File: src/rtl/msx_spi_host_pkg.sv
// Shared constants and types for the MSX host SPI command port.
// Opcodes, the idle response byte, status bit positions and the command-state enum.
package msx_spi_host_pkg;

   localparam logic [7:0] CMD_PING     = 8'h00;
   localparam logic [7:0] CMD_RUN      = 8'h02;
   localparam logic [7:0] CMD_KEY      = 8'h03;
   localparam logic [7:0] CMD_DOWNLOAD = 8'h04;
   localparam logic [7:0] CMD_STATUS   = 8'h05;
   localparam logic [7:0] CMD_HALT     = 8'h06;

   localparam logic [7:0] RESP_IDLE = 8'hA5;

   localparam int ST_BUSY = 0;
   localparam int ST_RUN  = 1;
   localparam int ST_FULL = 2;
   localparam int ST_OVF  = 3;

   typedef enum logic [2:0] {
      IDLE,
      ARG1,
      ARG2,
      STREAM,
      IGNORE
   } cmd_state_e;

   function automatic logic [7:0] status_byte(input logic ovf, input logic full,
                                              input logic run, input logic busy);
      logic [7:0] s;
      s          = '0;
      s[ST_OVF]  = ovf;
      s[ST_FULL] = full;
      s[ST_RUN]  = run;
      s[ST_BUSY] = busy;
      return s;
   endfunction

endpackage

File: src/rtl/msx_spi_wr_fifo.sv
// Synchronous download FIFO between the SPI command decoder and the SDRAM arbiter.
// Pointers carry one extra wrap bit so full and empty are distinguishable.
module msx_spi_wr_fifo #(
   parameter int WIDTH = 30,
   parameter int DEPTH = 8
) (
   input  logic             clk,
   input  logic             reset_n,
   input  logic             wr_en,
   input  logic [WIDTH-1:0] wr_data,
   input  logic             rd_en,
   output logic [WIDTH-1:0] rd_data,
   output logic             full,
   output logic             empty
);

   localparam int AW = $clog2(DEPTH);

   logic [WIDTH-1:0] mem_q [DEPTH];
   logic [AW:0]      wr_ptr_q, wr_ptr_d;
   logic [AW:0]      rd_ptr_q, rd_ptr_d;
   logic             do_wr, do_rd;

   assign empty   = (wr_ptr_q == rd_ptr_q);
   assign full    = (wr_ptr_q[AW] != rd_ptr_q[AW]) && (wr_ptr_q[AW-1:0] == rd_ptr_q[AW-1:0]);
   assign rd_data = mem_q[rd_ptr_q[AW-1:0]];

   // NOTE: every signal assigned here gets a value on every path first, so no latch is inferred.
   always_comb begin
      do_rd    = rd_en && !empty;
      do_wr    = wr_en && (!full || do_rd);
      wr_ptr_d = do_wr ? wr_ptr_q + (AW+1)'(1) : wr_ptr_q;
      rd_ptr_d = do_rd ? rd_ptr_q + (AW+1)'(1) : rd_ptr_q;
   end

   // NOTE: sequential state is updated with non-blocking assignments only.
   always_ff @(posedge clk or negedge reset_n) begin
      if (!reset_n) begin
         wr_ptr_q <= '0;
         rd_ptr_q <= '0;
      end else begin
         wr_ptr_q <= wr_ptr_d;
         rd_ptr_q <= rd_ptr_d;
      end
   end

   // NOTE: storage is deliberately not reset; pointer reset alone makes the contents invisible.
   always_ff @(posedge clk) begin
      if (do_wr) mem_q[wr_ptr_q[AW-1:0]] <= wr_data;
   end

endmodule

File: src/rtl/msx_spi_host_if.sv
// SPI-slave (mode 3) command port from the host MCU: key matrix, status, image download, CPU run/halt.
// Downloaded bytes are buffered and drained to the SDRAM arbiter with a req/ack handshake.
module msx_spi_host_if #(
   parameter  int KEY_ROWS    = 16,
   parameter  int BANK_BITS   = 8,
   parameter  int OFFSET_BITS = 14,
   parameter  int FIFO_DEPTH  = 8,
   localparam int ROW_W       = $clog2(KEY_ROWS),
   localparam int ADDR_W      = BANK_BITS + OFFSET_BITS
) (
   input  logic              clk,
   input  logic              reset_n,
   input  logic              spi_cs_n,
   input  logic              spi_clk,
   input  logic              spi_mosi,
   output logic              spi_miso,
   input  logic              sdram_busy,
   output logic              key_we,
   output logic [ROW_W-1:0]  key_row,
   output logic [7:0]        key_data,
   output logic              mem_req,
   output logic [ADDR_W-1:0] mem_addr,
   output logic [7:0]        mem_wdata,
   input  logic              mem_ack,
   output logic              cpu_run,
   output logic              cpu_reset
);

   import msx_spi_host_pkg::*;

   localparam int ENTRY_W = ADDR_W + 8;

   logic [1:0] cs_sync_q, sclk_sync_q, mosi_sync_q;
   logic       sclk_prev_q;
   logic       cs_n_s, sclk_s, mosi_s, sclk_rise, sclk_fall;

   logic [2:0]             bit_cnt_q, bit_cnt_d;
   logic [6:0]             rx_q, rx_d;
   logic [7:0]             tx_q, tx_d;
   cmd_state_e             state_q, state_d;
   logic [7:0]             op_q, op_d;
   logic [7:0]             row_q, row_d;
   logic [BANK_BITS-1:0]   bank_q, bank_d;
   logic [OFFSET_BITS-1:0] offset_q, offset_d;
   logic                   key_we_q, key_we_d;
   logic [ROW_W-1:0]       key_row_q, key_row_d;
   logic [7:0]             key_data_q, key_data_d;
   logic                   cpu_run_q, cpu_run_d;
   logic                   cpu_reset_q, cpu_reset_d;
   logic                   push_q, push_d;
   logic [ENTRY_W-1:0]     push_data_q, push_data_d;
   logic                   ovf_q, ovf_d;

   logic [7:0]         rx_byte;
   logic               status_load;
   logic [ENTRY_W-1:0] fifo_head;
   logic               fifo_full, fifo_empty;

   assign cs_n_s    = cs_sync_q[1];
   assign sclk_s    = sclk_sync_q[1];
   assign mosi_s    = mosi_sync_q[1];
   assign sclk_rise = !cs_n_s && sclk_s && !sclk_prev_q;
   assign sclk_fall = !cs_n_s && !sclk_s && sclk_prev_q;

   // Synchronisers idle at the mode-3 bus idle levels: CS high, clock high.
   always_ff @(posedge clk or negedge reset_n) begin
      if (!reset_n) begin
         cs_sync_q   <= 2'b11;
         sclk_sync_q <= 2'b11;
         mosi_sync_q <= 2'b00;
         sclk_prev_q <= 1'b1;
      end else begin
         cs_sync_q   <= {cs_sync_q[0], spi_cs_n};
         sclk_sync_q <= {sclk_sync_q[0], spi_clk};
         mosi_sync_q <= {mosi_sync_q[0], spi_mosi};
         sclk_prev_q <= sclk_s;
      end
   end

   always_comb begin
      bit_cnt_d   = bit_cnt_q;
      rx_d        = rx_q;
      tx_d        = tx_q;
      state_d     = state_q;
      op_d        = op_q;
      row_d       = row_q;
      bank_d      = bank_q;
      offset_d    = offset_q;
      key_we_d    = 1'b0;
      key_row_d   = key_row_q;
      key_data_d  = key_data_q;
      cpu_run_d   = cpu_run_q;
      cpu_reset_d = 1'b0;
      push_d      = 1'b0;
      push_data_d = push_data_q;
      status_load = 1'b0;
      rx_byte     = {rx_q, mosi_s};

      if (cs_n_s) begin
         bit_cnt_d = '0;
         state_d   = IDLE;
         tx_d      = RESP_IDLE;
      end else if (sclk_rise) begin
         rx_d      = rx_byte[6:0];
         bit_cnt_d = bit_cnt_q + 3'd1;
         if (bit_cnt_q == 3'd7) begin
            tx_d = RESP_IDLE;
            unique case (state_q)
               IDLE: begin
                  op_d    = rx_byte;
                  state_d = IGNORE;
                  case (rx_byte)
                     CMD_RUN:  cpu_run_d = 1'b1;
                     CMD_HALT: begin
                        cpu_run_d   = 1'b0;
                        cpu_reset_d = 1'b1;
                     end
                     CMD_KEY, CMD_DOWNLOAD: state_d = ARG1;
                     CMD_STATUS: begin
                        tx_d        = status_byte(ovf_q, fifo_full, cpu_run_q, sdram_busy);
                        status_load = 1'b1;
                     end
                     default: ;
                  endcase
               end
               ARG1: begin
                  if (op_q == CMD_KEY) begin
                     row_d   = rx_byte;
                     state_d = ARG2;
                  end else begin
                     bank_d   = rx_byte[BANK_BITS-1:0];
                     offset_d = '0;
                     state_d  = STREAM;
                  end
               end
               ARG2: begin
                  if (int'(row_q) < KEY_ROWS) begin
                     key_we_d   = 1'b1;
                     key_row_d  = row_q[ROW_W-1:0];
                     key_data_d = rx_byte;
                  end
                  state_d = IGNORE;
               end
               // Offset advances even when the FIFO drops the byte, keeping host addressing in step.
               STREAM: begin
                  push_d      = 1'b1;
                  push_data_d = {bank_q, offset_q, rx_byte};
                  offset_d    = offset_q + OFFSET_BITS'(1);
               end
               default: ;
            endcase
         end
      end else if (sclk_fall && bit_cnt_q != 3'd0) begin
         tx_d = {tx_q[6:0], 1'b0};
      end

      // A same-cycle pop frees a slot, so only a push into a full FIFO without ack overflows.
      ovf_d = ovf_q;
      if (status_load) ovf_d = 1'b0;
      if (push_q && fifo_full && !mem_ack) ovf_d = 1'b1;
   end

   always_ff @(posedge clk or negedge reset_n) begin
      if (!reset_n) begin
         bit_cnt_q   <= '0;
         rx_q        <= '0;
         tx_q        <= RESP_IDLE;
         state_q     <= IDLE;
         op_q        <= '0;
         row_q       <= '0;
         bank_q      <= '0;
         offset_q    <= '0;
         key_we_q    <= 1'b0;
         key_row_q   <= '0;
         key_data_q  <= '0;
         cpu_run_q   <= 1'b0;
         cpu_reset_q <= 1'b0;
         push_q      <= 1'b0;
         push_data_q <= '0;
         ovf_q       <= 1'b0;
      end else begin
         bit_cnt_q   <= bit_cnt_d;
         rx_q        <= rx_d;
         tx_q        <= tx_d;
         state_q     <= state_d;
         op_q        <= op_d;
         row_q       <= row_d;
         bank_q      <= bank_d;
         offset_q    <= offset_d;
         key_we_q    <= key_we_d;
         key_row_q   <= key_row_d;
         key_data_q  <= key_data_d;
         cpu_run_q   <= cpu_run_d;
         cpu_reset_q <= cpu_reset_d;
         push_q      <= push_d;
         push_data_q <= push_data_d;
         ovf_q       <= ovf_d;
      end
   end

   msx_spi_wr_fifo #(
      .WIDTH(ENTRY_W),
      .DEPTH(FIFO_DEPTH)
   ) u_fifo (
      .clk    (clk),
      .reset_n(reset_n),
      .wr_en  (push_q),
      .wr_data(push_data_q),
      .rd_en  (mem_ack),
      .rd_data(fifo_head),
      .full   (fifo_full),
      .empty  (fifo_empty)
   );

   assign spi_miso  = cs_n_s ? 1'b1 : tx_q[7];
   assign key_we    = key_we_q;
   assign key_row   = key_row_q;
   assign key_data  = key_data_q;
   assign cpu_run   = cpu_run_q;
   assign cpu_reset = cpu_reset_q;
   assign mem_req   = !fifo_empty;
   assign mem_addr  = fifo_empty ? '0 : fifo_head[ENTRY_W-1:8];
   assign mem_wdata = fifo_empty ? '0 : fifo_head[7:0];

endmodule

File: config.mk
export PLATFORM = sky130hd
export DESIGN_NAME = msx_spi_host_if
export DESIGN_NICKNAME = d
export VERILOG_FILES = /design/src/rtl/msx_spi_host_pkg.sv /design/src/rtl/msx_spi_wr_fifo.sv /design/src/rtl/msx_spi_host_if.sv
export SDC_FILE = /design/constraint.sdc
export NUM_CORES = 1
export LEC_CHECK = 0
export CORE_ASPECT_RATIO = 1.25
export CORE_MARGIN = 2
export CORE_UTILIZATION = 30
export DETAILED_ROUTE_END_ITERATION = 16
export PLACE_DENSITY = 0.43
export SETUP_SLACK_MARGIN = 0.2
export SLEW_MARGIN = 20
export SYNTH_ARGS = -nofsm -noshare
export SYNTH_HDL_FRONTEND = slang
export SYNTH_SLANG_ARGS = --single-unit
export TNS_END_PERCENT = 50
File: constraint.sdc
create_clock -name clk -period 5.9 [get_ports clk]
set_input_delay 1.18 -clock clk [delete_from_list [all_inputs] [get_ports clk]]
set_output_delay 1.18 -clock clk [all_outputs]
set_load 0.1 [all_outputs]
==> impl_metrics.ini, run 1 <==
[final_layout]
drive_gt1_share_pct = 25.9
stdcell_count = 1563
multi_input_area_sq_um = 3930
final_common_cell = edfxtp_1
regArea_sq_um = 10300
layout.nets = 908
layout_common_cells = edfxtp_1 (240), dfrtp_1 (109), nand2_1 (75)
nFillCells = 4514
finalInstanceArea_sq_um = 17100
n_antenna_cell = 0
area_growth_pct = 19.5

[floorplan]
core_sq_um = 47200
dieArea_sq_um = 49500
rows = 89
initial_core_util_pct = 30.3
die_y_um = 248
die_w_um = 199
num_io_pins = 54

[sta]
holdWs_ns = 0.349
final_max_slew_viol_count = 0
grt_setup_unrepaired = no
period_share_pct = 79.6
finalSetupTns_ns = 0
fmax_mhz = 213
fin_crit_ns = 4.70
tightest_slew_ns = 0.988
final-hold-violation-count = 0
slew_headroom_pct = 33.9
finalSetupViolCount = 0
skew_ns = 0.0232

[logic_synthesis]
syn_nets = 839
syn-cell-area_sq_um = 14300
ys_seq_elements = 361
ys_warn_count = 0
ys_seq_area_share_pct = 71.5
synth-async-reset-ratio_pct = 33.5
avgSynthCellArea_sq_um = 17.3
synth_cell_types = 58
synthCells = 826
synth_edf_count = 240
synth_ff_type = edfxtp_1

[global_route]
grt_pass1_vias = 7762
grt_max_degree = 76
top_usage_layer = met2
met3_usage_pct = 2.18
grtUsageTotal_pct = 13.6
grt_overflow = 0
antenna_found_initial = 0
grt_use_met1_pct = 17.6
grt_pass1_wl_um = 49500
use_met2_pct = 23.5

[worst_setup_path]
cp-start-kind = register
rrSetupSlack_ns = 2.98
crit_path_cell_trace = xnor2_1 -> and4b_2 -> buf_4 -> nor2_1 -> clkdlybuf4s50_1
crit_slowest_cell = clkdlybuf4s50_1
reg2reg_depth = 5
reg2reg_from = u_fifo.rd_ptr_q[1]
r2r-end = u_fifo.mem_q[6][18]
crit_path_max_fanout = 22
critPathKind = register to output port
cp_data_arrival_time_ns = 3.52
cp-end-kind = output port
cpPeakStageDelay_ns = 0.97
cp.required_ns = 4.72
critical_path.endpoint = mem_wdata[6]
crit_path_start = u_fifo.rd_ptr_q[1]

[routing]
vias_per_cell = 4.67
ant_nets = 0
wirelength_um = 32400
post_drt_wl_per_cell_um = 20.7
drc_errors = 0
vias = 7302
drt_first_pass_iters = 6
dr.first_iter.drc_count = 348

[worst_hold_path]
worst_hold_path_type = register to register

[run_status]
status = completed

[clock_network]
post_cts_resized = 0
cts.clk_slew.worst_paths_ns = 0.06
cts_root_buffer = clkbuf_16
cts_sinks = 361
cts_tree = built
post_cts_buffers = 0
postCtsHoldBufs = 0
clk_latency_ns = 0.55
clk_path_buf_depth = 3
ctsHtreeMaxLevel = 2
cts_buffers = 39

[place]
gp_congestion = 0.704
port_buffers = 53
placedCellCount = 1491
place_hpwl_um = 19300
place_area_sq_um = 15700

[power_and_ir_drop]
power_density_nw_per_um2 = 356
ir_drop_mv = 0.229
leakage_uw = 0.00691

[run]
maxCapViolCount = 0
==> layer usage <==
metal | vias up | share of wire [%]
met1 | 3828 | 44
met5 | - | 0
met3 | 34 | 3.3
met2 | 102 | 51
li1 | 3338 | -
met4 | 0 | 1.9
==> cells by family after synthesis <==
kind of cell / count (synthesis) / synth area share [%]
and+or+nand+nor: 191 / 7.03
buffers and inverters: 56 / 1.64
xor gates and xnor gates: 12 / 0.734
adders and majority gates: 6 / 0.524
muxes: 150 / 16.2
DFF: 361 / 71.5
AOI/OAI and AO/OA: 50 / 2.31
==> synthesized netlist by cell type, types with 10 or more instances <==
| master | count | area share, % |
|---|---|---|
| mux2_2 | 59 | 4.6 |
| dfrtp_1 | 112 | 20 |
| buf_2 | 17 | 0.59 |
| o21ai_0 | 10 | 0.35 |
| nor2_1 | 40 | 1.0 |
| mux2i_1 | 31 | 2.2 |
| mux4_2 | 60 | 9.4 |
| nand2_1 | 75 | 2.0 |
| edfxtp_1 | 240 | 50 |
| a21oi_1 | 17 | 0.59 |
| clkbuf_1 | 25 | 0.66 |
==> cell type report <==
cell class	instances	share of cell area [%]
multi-input cells	409	22.9
well taps	637	4.66
clock buffers	42	5.83
flip-flops and latches	361	59.9
clock inverters	30	2.13
inverters	10	0.219
repair buffers	74	4.32
==> worst min path at each step <==
stage	cells after the start	endpoint	slack [ns]	startpoint
after floorplan	0	mosi_sync_q[1]	0.33	mosi_sync_q[0]
after global placement	0	mosi_sync_q[1]	0.33	mosi_sync_q[0]
after detailed placement	0	mosi_sync_q[1]	0.34	mosi_sync_q[0]
after CTS	0	mosi_sync_q[1]	0.35	mosi_sync_q[0]
after global routing	0	mosi_sync_q[1]	0.36	mosi_sync_q[0]
final	0	mosi_sync_q[1]	0.35	mosi_sync_q[0]
==> metrics by stage <==
step / util, % / power [uW] / setup slack [ns]
6_report: 36.2 / 6090 / 1.20
5_1_grt: 36.2 / 6350 / 0.991
4_1_cts: 36.2 / 6220 / 1.07
3_5_place_dp: 33.4 / 3630 / 1.68
3_3_place_gp: 33.3 / 3630 / 1.71
2_1_floorplan: - / 3380 / 0.893
==> state kept, by name, summed over array words and instances, names as in the netlist, 2 cells and up <==
signal           count
bank_q               8
bit_cnt_q            3
cs_sync_q            2
key_data             8
key_row              4
mosi_sync_q          2
offset_q            14
op_q                 8
push_data_q         30
row_q                8
rx_q                 7
sclk_sync_q          2
state_q              3
tx_q                 8
u_fifo.mem_q       240
u_fifo.rd_ptr_q      4
u_fifo.wr_ptr_q      4
==> critical path: cells and delay by family (launching register included) <==
| kind | cells | cell delay (ns) |
|---|---|---|
| xor+xnor | 1 | 0.20 |
| simple gates | 2 | 0.74 |
| flops | 1 | 0.73 |
| buf+inv | 2 | 1.29 |
==> power breakdown <==
group	internal, uW	switching [uW]
logic	291	376
clock network	1510	1040
registers	2730	146
total	4530	1560
Note: power is estimated with default switching activity, not from simulation.
==> inputs of run 2 (changes only) <==
- clock period: 5.9 -> 4.5 ns (I/O delays scaled with it)
==> impl_metrics.ini, run 2 (same netlist as run 1, synthesis figures left out) <==
[routing]
drc_errors = 0
vias = 7334
wirelength_um = 31900
post_drt_wl_per_cell_um = 20.5
ant_nets = 0
dr.first_iter.drc_count = 409
vias_per_cell = 4.70
drt_first_pass_iters = 4

[floorplan]
initial_core_util_pct = 30.3
rows = 89
num_io_pins = 54
die_y_um = 248
die_w_um = 199
core_sq_um = 47200
dieArea_sq_um = 49500

[final_layout]
finalInstanceArea_sq_um = 17000
area_growth_pct = 18.3
layout.nets = 908
drive_gt1_share_pct = 28.5
layout_common_cells = edfxtp_1 (240), dfrtp_1 (109), nand2_1 (75)
final_common_cell = edfxtp_1
finish.utilization_pct = 35.9
largest_reg_flops = 240
n_antenna_cell = 0

[global_route]
grtUsageTotal_pct = 13.5
grt_max_degree = 76
grt_pass1_vias = 7872
grt_overflow = 0
antenna_found_initial = 0
grt_pass1_wl_um = 49800

[clock_network]
cts_sinks = 361
post_cts_buffers = 0
cts_root_buffer = clkbuf_16
ctsHtreeMaxLevel = 2
cts_buffers = 40
postCtsHoldBufs = 0
cts.clk_slew.worst_paths_ns = 0.06
cts_tree = built
clk_latency_ns = 0.52
post_cts_resized = 0
clk_path_buf_depth = 3

[sta]
grt_setup_unrepaired = no
period_share_pct = 79.3
final_max_slew_viol_count = 0
tightest_slew_ns = 1.01
slew_headroom_pct = 32.9
final-hold-violation-count = 0
fmax_mhz = 280
finalSetupViolCount = 0
finalSetupTns_ns = 0
fin_crit_ns = 3.57
skew_ns = 0.0103

[worst_setup_path]
critPathKind = register to output port
crit_slowest_cell = buf_4
cp-end-kind = output port
cp_data_arrival_time_ns = 2.67
cp_top_family = buffers and inverters
crit_buf_inv = 2
crit_path_frequent_cell = buf_4
crit_path_max_fanout = 63
cp.required_ns = 3.60
cpPeakStageDelay_ns = 0.76
crit_path_cell_trace = buf_4 -> mux4_2 -> mux2i_1 -> nor2_1 -> buf_4
cp-start-kind = register

[run]
maxCapViolCount = 0

[power_and_ir_drop]
power_density_nw_per_um2 = 470
ir_drop_mv = 0.304
power.total_uw = 7970
leakage_uw = 0.00695

[place]
place_area_sq_um = 15600
gp_congestion = 0.688
place_hpwl_um = 17900
port_buffers = 53

[run_status]
status = completed

[worst_hold_path]
worst_hold_path_type = register to register
[run 2: cell count changes in the layout (fill, tap and decap cells not counted), moves of 2 or more]
cell             before  now
clkbuf_8              1    5
clkdlybuf4s50_1      52   21
clkinv_8              2    0
clkinv_4              5    0
clkinvlp_4            5    3
buf_12                4    2
clkbuf_16            39   41
clkinv_2              5    3
clkbuf_1              2    8
buf_4                17   50
[run 2: worst paths after layout]
path / from / endpoint / slack (ns) / cells after the start
min: mosi_sync_q[0] / mosi_sync_q[1] / 0.35 / 0
max: u_fifo.rd_ptr_q[1] / mem_wdata[2] / 0.93 / 5
max reg2reg: sclk_sync_q[1] / key_data[3] / 1.76 / 5
min in group asynchronous: reset_n / key_data[2] / 0.40 / 1
max in group asynchronous: reset_n / u_fifo.rd_ptr_q[0] / 3.25 / 2
min reg2reg: mosi_sync_q[0] / mosi_sync_q[1] / 0.35 / 0
[run 2: power breakdown]
part	total [uW]	switching (uW)	internal, uW	leakage (uW)
clock network	3330	1290	2040	0.000646
logic	941	557	384	0.00189
registers	3700	127	3580	0.00442
total	7970	1980	6000	0.00695
[run 2: final cells by class]
cell class                 count  area [sq um]
inverter                      10          37.5
timing repair buffer          73           626
sequential                   361         10300
multi-input combinational    409          3900
tap                          637           797
clock buffer                  54          1120
clock inverter                17           215
fill                        4528         30300
[run 2: metrics by stage]
stage	hold WS, ns	std cells	worst slack, ns
floorplan	0.331	826	-0.272
global placement	0.337	1490	1.38
detailed placement	0.343	1490	1.38
CTS	0.355	1561	0.802
global route	0.363	1561	0.727
finish	0.354	1561	0.930
[run 2: per-layer routing]
layer  routed length (um)  up-vias  global-route usage, %
met5                    0        -                      0
met4                  792        0                   4.27
met3                 1130       55                   2.48
met2                15800      116                   22.9
met1                14200     3833                   17.5
li1                     -     3330                      -
[run 2: worst register-to-register path, delay by kind of cell, from the launching register on]
kind          cells  cell delay (ns)
simple gates      3             1.21
flops             1             0.60
mux               1             0.53
buf+inv           1             0.28
